File: config.mk
export PLATFORM = sky130hd
export DESIGN_NAME = alu_muldiv_seq
export DESIGN_NICKNAME = d
export VERILOG_FILES = /design/src/rtl/alu_pkg.sv /design/src/rtl/muldiv_step.sv /design/src/rtl/alu_muldiv_seq.sv
export SDC_FILE = /design/constraint.sdc
export NUM_CORES = 1
export LEC_CHECK = 0
export BUFFER_PORTS_ARGS = -buffer_cell sky130_fd_sc_hd__buf_2
export CORE_MARGIN = 3
export CORE_UTILIZATION = 25
export DETAILED_ROUTE_END_ITERATION = 10
export SLEW_MARGIN = 15
export SYNTH_ARGS = -nofsm -noshare
export SYNTH_HDL_FRONTEND = slang
export SYNTH_SLANG_ARGS = --single-unit
File: constraint.sdc
create_clock -name clk -period 4.6 [get_ports clk]
set_input_delay 0.92 -clock clk [delete_from_list [all_inputs] [get_ports clk]]
set_output_delay 0.92 -clock clk [all_outputs]
set_load 0.005 [all_outputs]
File: src/rtl/alu_pkg.sv
// Shared definitions for the multiply/divide sequencer: op codes, FSM states, default width.
package alu_pkg;

  localparam int WIDTH_DEF = 32;

  localparam logic [1:0] OP_MULT  = 2'b00;
  localparam logic [1:0] OP_MULTU = 2'b01;
  localparam logic [1:0] OP_DIV   = 2'b10;
  localparam logic [1:0] OP_DIVU  = 2'b11;

  typedef enum logic [1:0] {
    ST_IDLE = 2'b00,
    ST_RUN  = 2'b01,
    ST_FIX  = 2'b10
  } state_e;

  // Divide ops have bit 1 set.
  function automatic logic op_is_div(input logic [1:0] op_code);
    return op_code[1];
  endfunction

  // Signed ops have bit 0 clear.
  function automatic logic op_is_signed(input logic [1:0] op_code);
    return ~op_code[0];
  endfunction

endpackage

File: src/rtl/muldiv_step.sv
// One iteration of shift-add multiply or restoring divide on a 33-bit accumulator.
module muldiv_step
  import alu_pkg::*;
#(
  parameter int WIDTH = WIDTH_DEF
) (
  input  logic [WIDTH:0]   acc_i,
  input  logic [WIDTH-1:0] sreg_i,
  input  logic [WIDTH-1:0] opnd_i,
  input  logic             div_mode_i,
  output logic [WIDTH:0]   acc_o,
  output logic [WIDTH-1:0] sreg_o
);

  logic [WIDTH:0] sum;
  logic [WIDTH:0] rem_sh;
  logic [WIDTH:0] diff;

  // Multiply: conditional add then shift {acc,sreg} right.
  // Divide: shift {rem,quot} left, trial subtract, keep on non-negative.
  always_comb begin
    sum    = acc_i + {1'b0, opnd_i};
    rem_sh = {acc_i[WIDTH-1:0], sreg_i[WIDTH-1]};
    diff   = rem_sh - {1'b0, opnd_i};
    acc_o  = acc_i;
    sreg_o = sreg_i;
    if (div_mode_i) begin
      if (!diff[WIDTH]) begin
        acc_o  = diff;
        sreg_o = {sreg_i[WIDTH-2:0], 1'b1};
      end else begin
        acc_o  = rem_sh;
        sreg_o = {sreg_i[WIDTH-2:0], 1'b0};
      end
    end else begin
      if (sreg_i[0]) begin
        acc_o  = {1'b0, sum[WIDTH:1]};
        sreg_o = {sum[0], sreg_i[WIDTH-1:1]};
      end else begin
        acc_o  = {1'b0, acc_i[WIDTH:1]};
        sreg_o = {acc_i[0], sreg_i[WIDTH-1:1]};
      end
    end
  end

endmodule

File: src/rtl/alu_muldiv_seq.sv
// Multi-cycle MULT/MULTU/DIV/DIVU sequencer with HI/LO result registers.
module alu_muldiv_seq
  import alu_pkg::*;
#(
  parameter int WIDTH = WIDTH_DEF
) (
  input  logic             clk,
  input  logic             rst_n,
  input  logic             start,
  input  logic             flush,
  input  logic [1:0]       op,
  input  logic [WIDTH-1:0] a,
  input  logic [WIDTH-1:0] b,
  output logic             busy,
  output logic             done,
  output logic [WIDTH-1:0] hi,
  output logic [WIDTH-1:0] lo,
  output logic             div_zero
);

  localparam int CNT_W = $clog2(WIDTH) + 1;
  localparam logic [CNT_W-1:0] CNT_LAST = CNT_W'(WIDTH - 1);

  state_e           state_q, state_d;
  logic [1:0]       op_q, op_d;
  logic [WIDTH:0]   acc_q, acc_d;
  logic [WIDTH-1:0] sreg_q, sreg_d;
  logic [WIDTH-1:0] opnd_q, opnd_d;
  logic [CNT_W-1:0] cnt_q, cnt_d;
  logic             neg_res_q, neg_res_d;
  logic             neg_rem_q, neg_rem_d;
  logic             dz_q, dz_d;
  logic             busy_q, busy_d;
  logic             done_q, done_d;
  logic [WIDTH-1:0] hi_q, hi_d;
  logic [WIDTH-1:0] lo_q, lo_d;
  logic             div_zero_q, div_zero_d;

  logic             signed_op;
  logic             a_neg, b_neg;
  logic [WIDTH-1:0] a_mag, b_mag;
  logic [WIDTH:0]   step_acc;
  logic [WIDTH-1:0] step_sreg;
  logic [2*WIDTH-1:0] prod_mag;
  logic [WIDTH-1:0] rem_mag;

  assign signed_op = op_is_signed(op);
  assign a_neg     = signed_op & a[WIDTH-1];
  assign b_neg     = signed_op & b[WIDTH-1];
  assign a_mag     = a_neg ? -a : a;
  assign b_mag     = b_neg ? -b : b;
  assign prod_mag  = {acc_q[WIDTH-1:0], sreg_q};
  assign rem_mag   = acc_q[WIDTH-1:0];

  muldiv_step #(.WIDTH(WIDTH)) u_step (
    .acc_i      (acc_q),
    .sreg_i     (sreg_q),
    .opnd_i     (opnd_q),
    .div_mode_i (op_is_div(op_q)),
    .acc_o      (step_acc),
    .sreg_o     (step_sreg)
  );

  // Next-state logic: capture in IDLE, iterate in RUN, sign fix-up and write-back in FIX.
  always_comb begin
    state_d    = state_q;
    op_d       = op_q;
    acc_d      = acc_q;
    sreg_d     = sreg_q;
    opnd_d     = opnd_q;
    cnt_d      = cnt_q;
    neg_res_d  = neg_res_q;
    neg_rem_d  = neg_rem_q;
    dz_d       = dz_q;
    busy_d     = busy_q;
    done_d     = 1'b0;
    hi_d       = hi_q;
    lo_d       = lo_q;
    div_zero_d = div_zero_q;

    case (state_q)
      ST_IDLE: begin
        if (start) begin
          op_d      = op;
          neg_res_d = signed_op & (a[WIDTH-1] ^ b[WIDTH-1]);
          neg_rem_d = signed_op & a[WIDTH-1];
          cnt_d     = '0;
          acc_d     = '0;
          busy_d    = 1'b1;
          state_d   = ST_RUN;
          dz_d      = 1'b0;
          if (op_is_div(op)) begin
            opnd_d = b_mag;
            sreg_d = a_mag;
            if (b == '0) begin
              // Keep the raw dividend so it can be returned in hi untouched.
              dz_d    = 1'b1;
              sreg_d  = a;
              state_d = ST_FIX;
            end
          end else begin
            opnd_d = a_mag;
            sreg_d = b_mag;
          end
        end
      end
      ST_RUN: begin
        acc_d  = step_acc;
        sreg_d = step_sreg;
        cnt_d  = cnt_q + 1'b1;
        if (cnt_q == CNT_LAST) begin
          state_d = ST_FIX;
        end
      end
      ST_FIX: begin
        state_d    = ST_IDLE;
        busy_d     = 1'b0;
        done_d     = 1'b1;
        div_zero_d = 1'b0;
        if (dz_q) begin
          hi_d       = sreg_q;
          lo_d       = '1;
          div_zero_d = 1'b1;
        end else if (op_is_div(op_q)) begin
          lo_d = neg_res_q ? -sreg_q : sreg_q;
          hi_d = neg_rem_q ? -rem_mag : rem_mag;
        end else begin
          {hi_d, lo_d} = neg_res_q ? -prod_mag : prod_mag;
        end
      end
      default: begin
        state_d = ST_IDLE;
        busy_d  = 1'b0;
      end
    endcase

    // A pipeline kill overrides everything and leaves results untouched.
    if (flush) begin
      state_d    = ST_IDLE;
      busy_d     = 1'b0;
      done_d     = 1'b0;
      hi_d       = hi_q;
      lo_d       = lo_q;
      div_zero_d = div_zero_q;
    end
  end

  // State and output registers with asynchronous clear.
  always_ff @(posedge clk or negedge rst_n) begin
    if (!rst_n) begin
      state_q    <= ST_IDLE;
      op_q       <= OP_MULT;
      acc_q      <= '0;
      sreg_q     <= '0;
      opnd_q     <= '0;
      cnt_q      <= '0;
      neg_res_q  <= 1'b0;
      neg_rem_q  <= 1'b0;
      dz_q       <= 1'b0;
      busy_q     <= 1'b0;
      done_q     <= 1'b0;
      hi_q       <= '0;
      lo_q       <= '0;
      div_zero_q <= 1'b0;
    end else begin
      state_q    <= state_d;
      op_q       <= op_d;
      acc_q      <= acc_d;
      sreg_q     <= sreg_d;
      opnd_q     <= opnd_d;
      cnt_q      <= cnt_d;
      neg_res_q  <= neg_res_d;
      neg_rem_q  <= neg_rem_d;
      dz_q       <= dz_d;
      busy_q     <= busy_d;
      done_q     <= done_d;
      hi_q       <= hi_d;
      lo_q       <= lo_d;
      div_zero_q <= div_zero_d;
    end
  end

  assign busy     = busy_q;
  assign done     = done_q;
  assign hi       = hi_q;
  assign lo       = lo_q;
  assign div_zero = div_zero_q;

endmodule

After elaboration in Yosys (flattened, before gate mapping)
Index checks and enable logic that the tools add are counted.

cells by class
  $add $sub $neg = 8
  multiply operators = 0
  div/mod/pow operators = 0
  magnitude comparators = 0
  equal/unequal tests = 7
  shift operators = 0
  muxes and demuxes = 38
  bitwise operators = 6
  reductions and logical operators = 8

operator list
  operator                                                         number
  32-bit 2-to-1 mux                                                15
  32-bit negator                                                   4
  33-bit 2-to-1 mux                                                3
  33-bit one-hot mux with 2 select lines                           1
  64-bit 2-to-1 mux                                                1
  64-bit negator                                                   1
  32-bit one-hot mux with 2 select lines                           1
  33-bit by 32-bit adder with 33-bit output                        1
  33-bit by 32-bit subtractor with 33-bit output                   1
  32-bit logical NOT                                               1
  6-bit one-hot mux with 2 select lines                            1
  2-bit 2-to-1 mux                                                 5
  2-bit AND reduction                                              5
  1-bit 2-to-1 mux                                                 8
  6-bit by 1-bit adder with 6-bit output, second input constant    1
  6-bit by 5-bit == test with 1-bit output, second input constant  1
  6-bit 2-to-1 mux                                                 1
  3-bit != test, second input constant                             2
  2-bit != test, second input constant                             2
  2-bit one-hot mux with 2 select lines                            1
  1-bit AND                                                        3
  2-bit by 1-bit == test with 1-bit output, second input constant  1
  2-bit == test, second input constant                             1
  2-bit logical NOT                                                1
  other kinds (4)                                                  5

word-level totals
  flip-flop bits (word level) = 177
  bits in latches = 0
  bits in writable memories = 0
  ROM bits = 0
  input port bits = 70
  output and inout bits = 67
  word-level logic and storage cells = 81
  memories = 0

Longest topological paths before layout
  word-level depth = 7
  mapped depth = 20
  depth with buffers taken out = 18

By module
A second synthesis with hierarchy kept.

unflattened totals
  cells, all modules = 2007
  area total of the unflattened synthesis = 16138.0 um2

by module, submodules not included
  module          times used  cells an instance  area each (um2)  sequential area each (um2)
  alu_muldiv_seq  1           1311               11258.3          4404.2
  muldiv_step     1           696                4879.7           0.0

Worst setup path after synthesis
Ideal clock, no wire load.

  kind = register to register
  from = register acc_q[21]
  to = register acc_q[4]
  setup time = 0.121 ns
  arrival = 3.880 ns
  required time = 4.479 ns
  path slack = 0.599 ns
  stages on the path, launching flop included = 18
  buffers on the path = 3
  period minus slack after synthesis = 4.001 ns
  path through = dfrtp_1 > ha_1 > clkbuf_1 > a21o_1 > a21oi_1 > o21a_1 > a41oi_1 > a2111o_1 > o221ai_1 > o21ai_0 > a21oi_1 > o21bai_1 > ha_1 > clkbuf_1 > buf_1 > mux2i_1 > a21oi_1 > a22o_1

on the way
  word-level cells in the longest chain between the ends = 4

ends and longest elaborated chain
  item                                            line                   RTL
  start, declared                                 alu_muldiv_seq.sv:26   logic [WIDTH:0] acc_q, acc_d;
  start signal, assigned                          alu_muldiv_seq.sv:153  acc_q <= '0;
  start signal, assigned                          alu_muldiv_seq.sv:168  acc_q <= acc_d;
  33-bit by 32-bit subtractor with 33-bit output  muldiv_step.sv:24      diff = rem_sh - {1'b0, opnd_i};
  33-bit 2-to-1 mux                               muldiv_step.sv:28      if (!diff[WIDTH]) begin
  33-bit 2-to-1 mux                               muldiv_step.sv:27      if (div_mode_i) begin
  33-bit one-hot mux with 2 select lines          alu_muldiv_seq.sv:81   case (state_q)

No other way between the ends.
A chain may end at the register's enable or synchronous reset.

Worst setup path after layout
  from = register opnd_q[0]
  to = register acc_q[21]

on the way
  word-level cells in the longest chain between the ends = 4
  elaborated cells between the ends (all ways) = 6
  classes of those cells = add/sub (2); mux (4)

ends and longest elaborated chain
  item                                                                                                         line                                  RTL
  start, declared                                                                                              alu_muldiv_seq.sv:28                  logic [WIDTH-1:0] opnd_q, opnd_d;
  start signal, assigned                                                                                       alu_muldiv_seq.sv:170                 opnd_q <= opnd_d;
  33-bit by 32-bit adder with 33-bit output or 33-bit by 32-bit subtractor with 33-bit output (tied branches)  muldiv_step.sv:22, muldiv_step.sv:24
  32-bit 2-to-1 mux or 33-bit 2-to-1 mux (tied branches)                                                       muldiv_step.sv:36, muldiv_step.sv:28
  33-bit 2-to-1 mux *                                                                                          muldiv_step.sv:27
  33-bit one-hot mux with 2 select lines *                                                                     alu_muldiv_seq.sv:81

Every way passes the cells marked *; elsewhere a longest branch is shown, timed or not.

==> summary.md <==
| Metric | Value |
|---|---|
| Post-synthesis cell area | `15400 sq um` |
| Detail Placement HPWL | `44700 um` |
| Total placed cells including tap cells | `2842` |
| RSZ-0062 raised after global routing | `no` |
| DR WL/cell | `20.1 um` |
| Finished Layout Cells | `2877` |
| Largest family of logic cells by synthesized area | `compound AO/OA/AOI/OAI gates` |
| Initial Utilization | `0.254` |
| CTS Buf Count | `17` |
| Simple-gate portion of the synthesized area | `0.181` |
| #FFs+latches synth | `176` |
| Slew Viols, Final | `0` |
| Final Skew | `0.0132 ns` |
| Post-CTS resize count | `0` |
| Syn. warnings | `0` |
| GRT Total Usage | `0.176` |
| Number of global-route vias before repair | `14100` |
| WHS | `0.473 ns` |
| Layout cells sized above 1 | `0.137` |
| Fmax | `0.234 GHz` |
| Post-Synthesis Cells | `1982` |
| Adder-cell share of the synthesized area | `0.0595` |
| PwrDens | `449 nW/um^2` |
| Sequential fraction of the synthesis area | `0.286` |
| Placement-stage cell area | `17200 sq um` |
| Clk sinks | `176` |
| Worst min path class | `reg -> reg` |
| Setup bufs post-CTS | `0` |
| Slew @ Worst Pin | `1.12 ns` |
| Startpoint types | `flip-flop` |
| Most common cell after layout, fill and taps aside | `o21ai_0` |
| Mux contribution to synthesized area | `0.0412` |
| # H-tree levels | `4` |
| Total vias in the final route | `15300` |
| Remaining antenna violation count | `0` |
| Max Cap Viol | `0` |
| Final worst path period need | `4.28 ns` |
| Worst VDD drop | `0.000299 V` |
| Post-synthesis compound-gate area fraction | `0.281` |
| WL final | `57900 um` |
| Yosys top cell area share | `0.286` |
| LEAKAGE | `7.87 nW` |
| Fin crit share | `0.929` |
| Xor and xnor area share after synthesis | `0.101` |
| Number of buffers on the longest clock path | `2` |
| Top_reg_cell synth | `dfrtp_1` |
| Ranking of synthesized cells by area | `dfrtp_1 29%, o21ai_0 7.5%, a21oi_1 6.6%` |
| Core Box Area | `60600 sq um` |
| Total power after layout | `0.00798 W` |
| CP arrival | `4.63 ns` |
| Io pins | `137` |
| Die X | `254 um` |
| CTS tree | `yes` |
| Largest net degree at the start of global routing | `98` |
| Post-route design area | `17800 sq um` |
| Reg clk slew, reported paths | `0.08 ns` |
| Die ar. | `64600 sq um` |
| Setup-failing EPs final | `0` |
| Synth async-reset ratio | `1.00` |
| Critical path peak fanout | `10` |
| DRC | `0` |
| CP Class | `reg -> reg` |
| Height of the die | `254 um` |
| Port Buffer Count | `136` |
| Number of synthesized flops with an enable pin | `0` |
| Clock latency on the worst-skew pair | `0.47 ns` |
| Net count after synthesis | `2124` |
| CP endpoint kind | `flip-flop` |
| Core Rows | `90` |
| Commonest non-fill, non-tap cells in the layout | `231 x o21ai_0, 203 x a21oi_1, 178 x nor2_1` |
| Avg Vias per Cell | `5.32` |
| Syn Area/Cell | `7.76 sq um` |
| Outcome | `complete, no violations` |
| Hold_buf cts | `0` |
| Area grow syn2layout | `15.4%` |
| First-pass GRT wire length | `87100 um` |
| Final hold violation count | `0` |
| Congestion Overflow GR | `0` |
| Initial DRC count | `1482` |
| CTS root buf | `clkbuf_16` |
| Req. time, crit path | `4.95 ns` |
| TritonRoute pass-1 iters | `5` |
| Fin nets | `2221` |
| RePlAce Congestion | `0.964` |
| Synth unique cells | `73` |
| Initial antenna violation count | `4` |
| Worst slew margin | `0.248` |
| Leading area contributor after synthesis | `dfrtp_1` |
| Setup_tns | `0 ns` |
## cell families after synthesis
group / Yosys count
buffers and inverters: 200
AND/OR/NAND/NOR: 587
multiplexers: 62
XOR/XNOR: 177
flip-flops: 176
adder cells (fa/ha/maj): 72
AO/OA/AOI/OAI: 708
## state kept, by name, indices dropped and copies added (netlist names), 2 cells and up
| register | cells |
|---|---|
| acc_q | 33 |
| hi | 32 |
| lo | 32 |
| opnd_q | 32 |
| sreg_q | 32 |
| cnt_q | 6 |
| state_q | 2 |
## path summary, 6_finish.rpt
check | end | depth (start not counted) | startpoint | slack, ns
min | div_zero | 2 | div_zero | 0.47
min reg2reg | div_zero | 2 | div_zero | 0.47
max | acc_q[21] | 16 | opnd_q[0] | 0.32
min in group asynchronous | hi[3] | 1 | rst_n | 0.55
max reg2reg | acc_q[21] | 16 | opnd_q[0] | 0.32
max in group asynchronous | opnd_q[1] | 2 | rst_n | 3.14
## metal layers
layer  track usage  up-vias  routed length, um
met5             0        -                 13
met4        0.0593        2               1710
met3        0.0395       88               5000
met2         0.260      601              24500
met1         0.251     7244              26700
li1              -     7369                  -
## worst max-delay path, stage by stage (launching register included)
cell,delay [ns]
dfrtp_1,0.41
ha_1,0.21
fa_1,0.40
nand2b_1,0.18
a21oi_1,0.24
o2111a_1,0.30
o21ai_0,0.11
a21oi_1,0.25
o221ai_1,0.24
o21ai_0,0.35
a21oi_1,0.12
o21bai_1,0.14
ha_1,0.33
nand2_1,0.35
o221ai_1,0.26
a21oi_1,0.06
a22o_1,0.21
## where the power goes
part           switching (W)  internal [W]
sequential          0.000296       0.00175
combinational        0.00269       0.00174
clock               0.000774      0.000732
total                0.00376       0.00422
## Yosys cell counts (12+ instances only)
master,instances
o21ai_0,231
a21oi_1,203
nor2_1,180
dfrtp_1,176
nand2_1,170
clkbuf_1,126
xnor2_1,112
ha_1,70
xor2_1,65
inv_1,60
mux2i_1,51
nand3_1,39
a21o_1,38
a211oi_1,37
nor3_1,35
o22a_1,33
o31ai_1,33
and3_1,25
or3_1,24
nand2b_1,23
nor2b_1,21
a31oi_1,19
or4_1,15
a22o_1,13
o211ai_1,12
## stage by stage
step                      worst slack, ns  utilization
after CTS                           0.334        0.293
final                               0.325        0.293
after global placement              0.409        0.283
after detailed placement            0.366        0.283
after global routing               0.0324        0.293
after floorplan                     0.599            -
## final cells by class
class / count / area (sq um)
well taps: 782 / 978
inverters: 61 / 229
fillers: 6509 / 42800
clock buffers: 17 / 425
diodes: 3 / 7.51
multi-input cells: 1606 / 10200
flip-flops and latches: 176 / 4410
clock inverters: 15 / 165
repair buffers: 217 / 1310
Power figures use the tool's default switching activity.
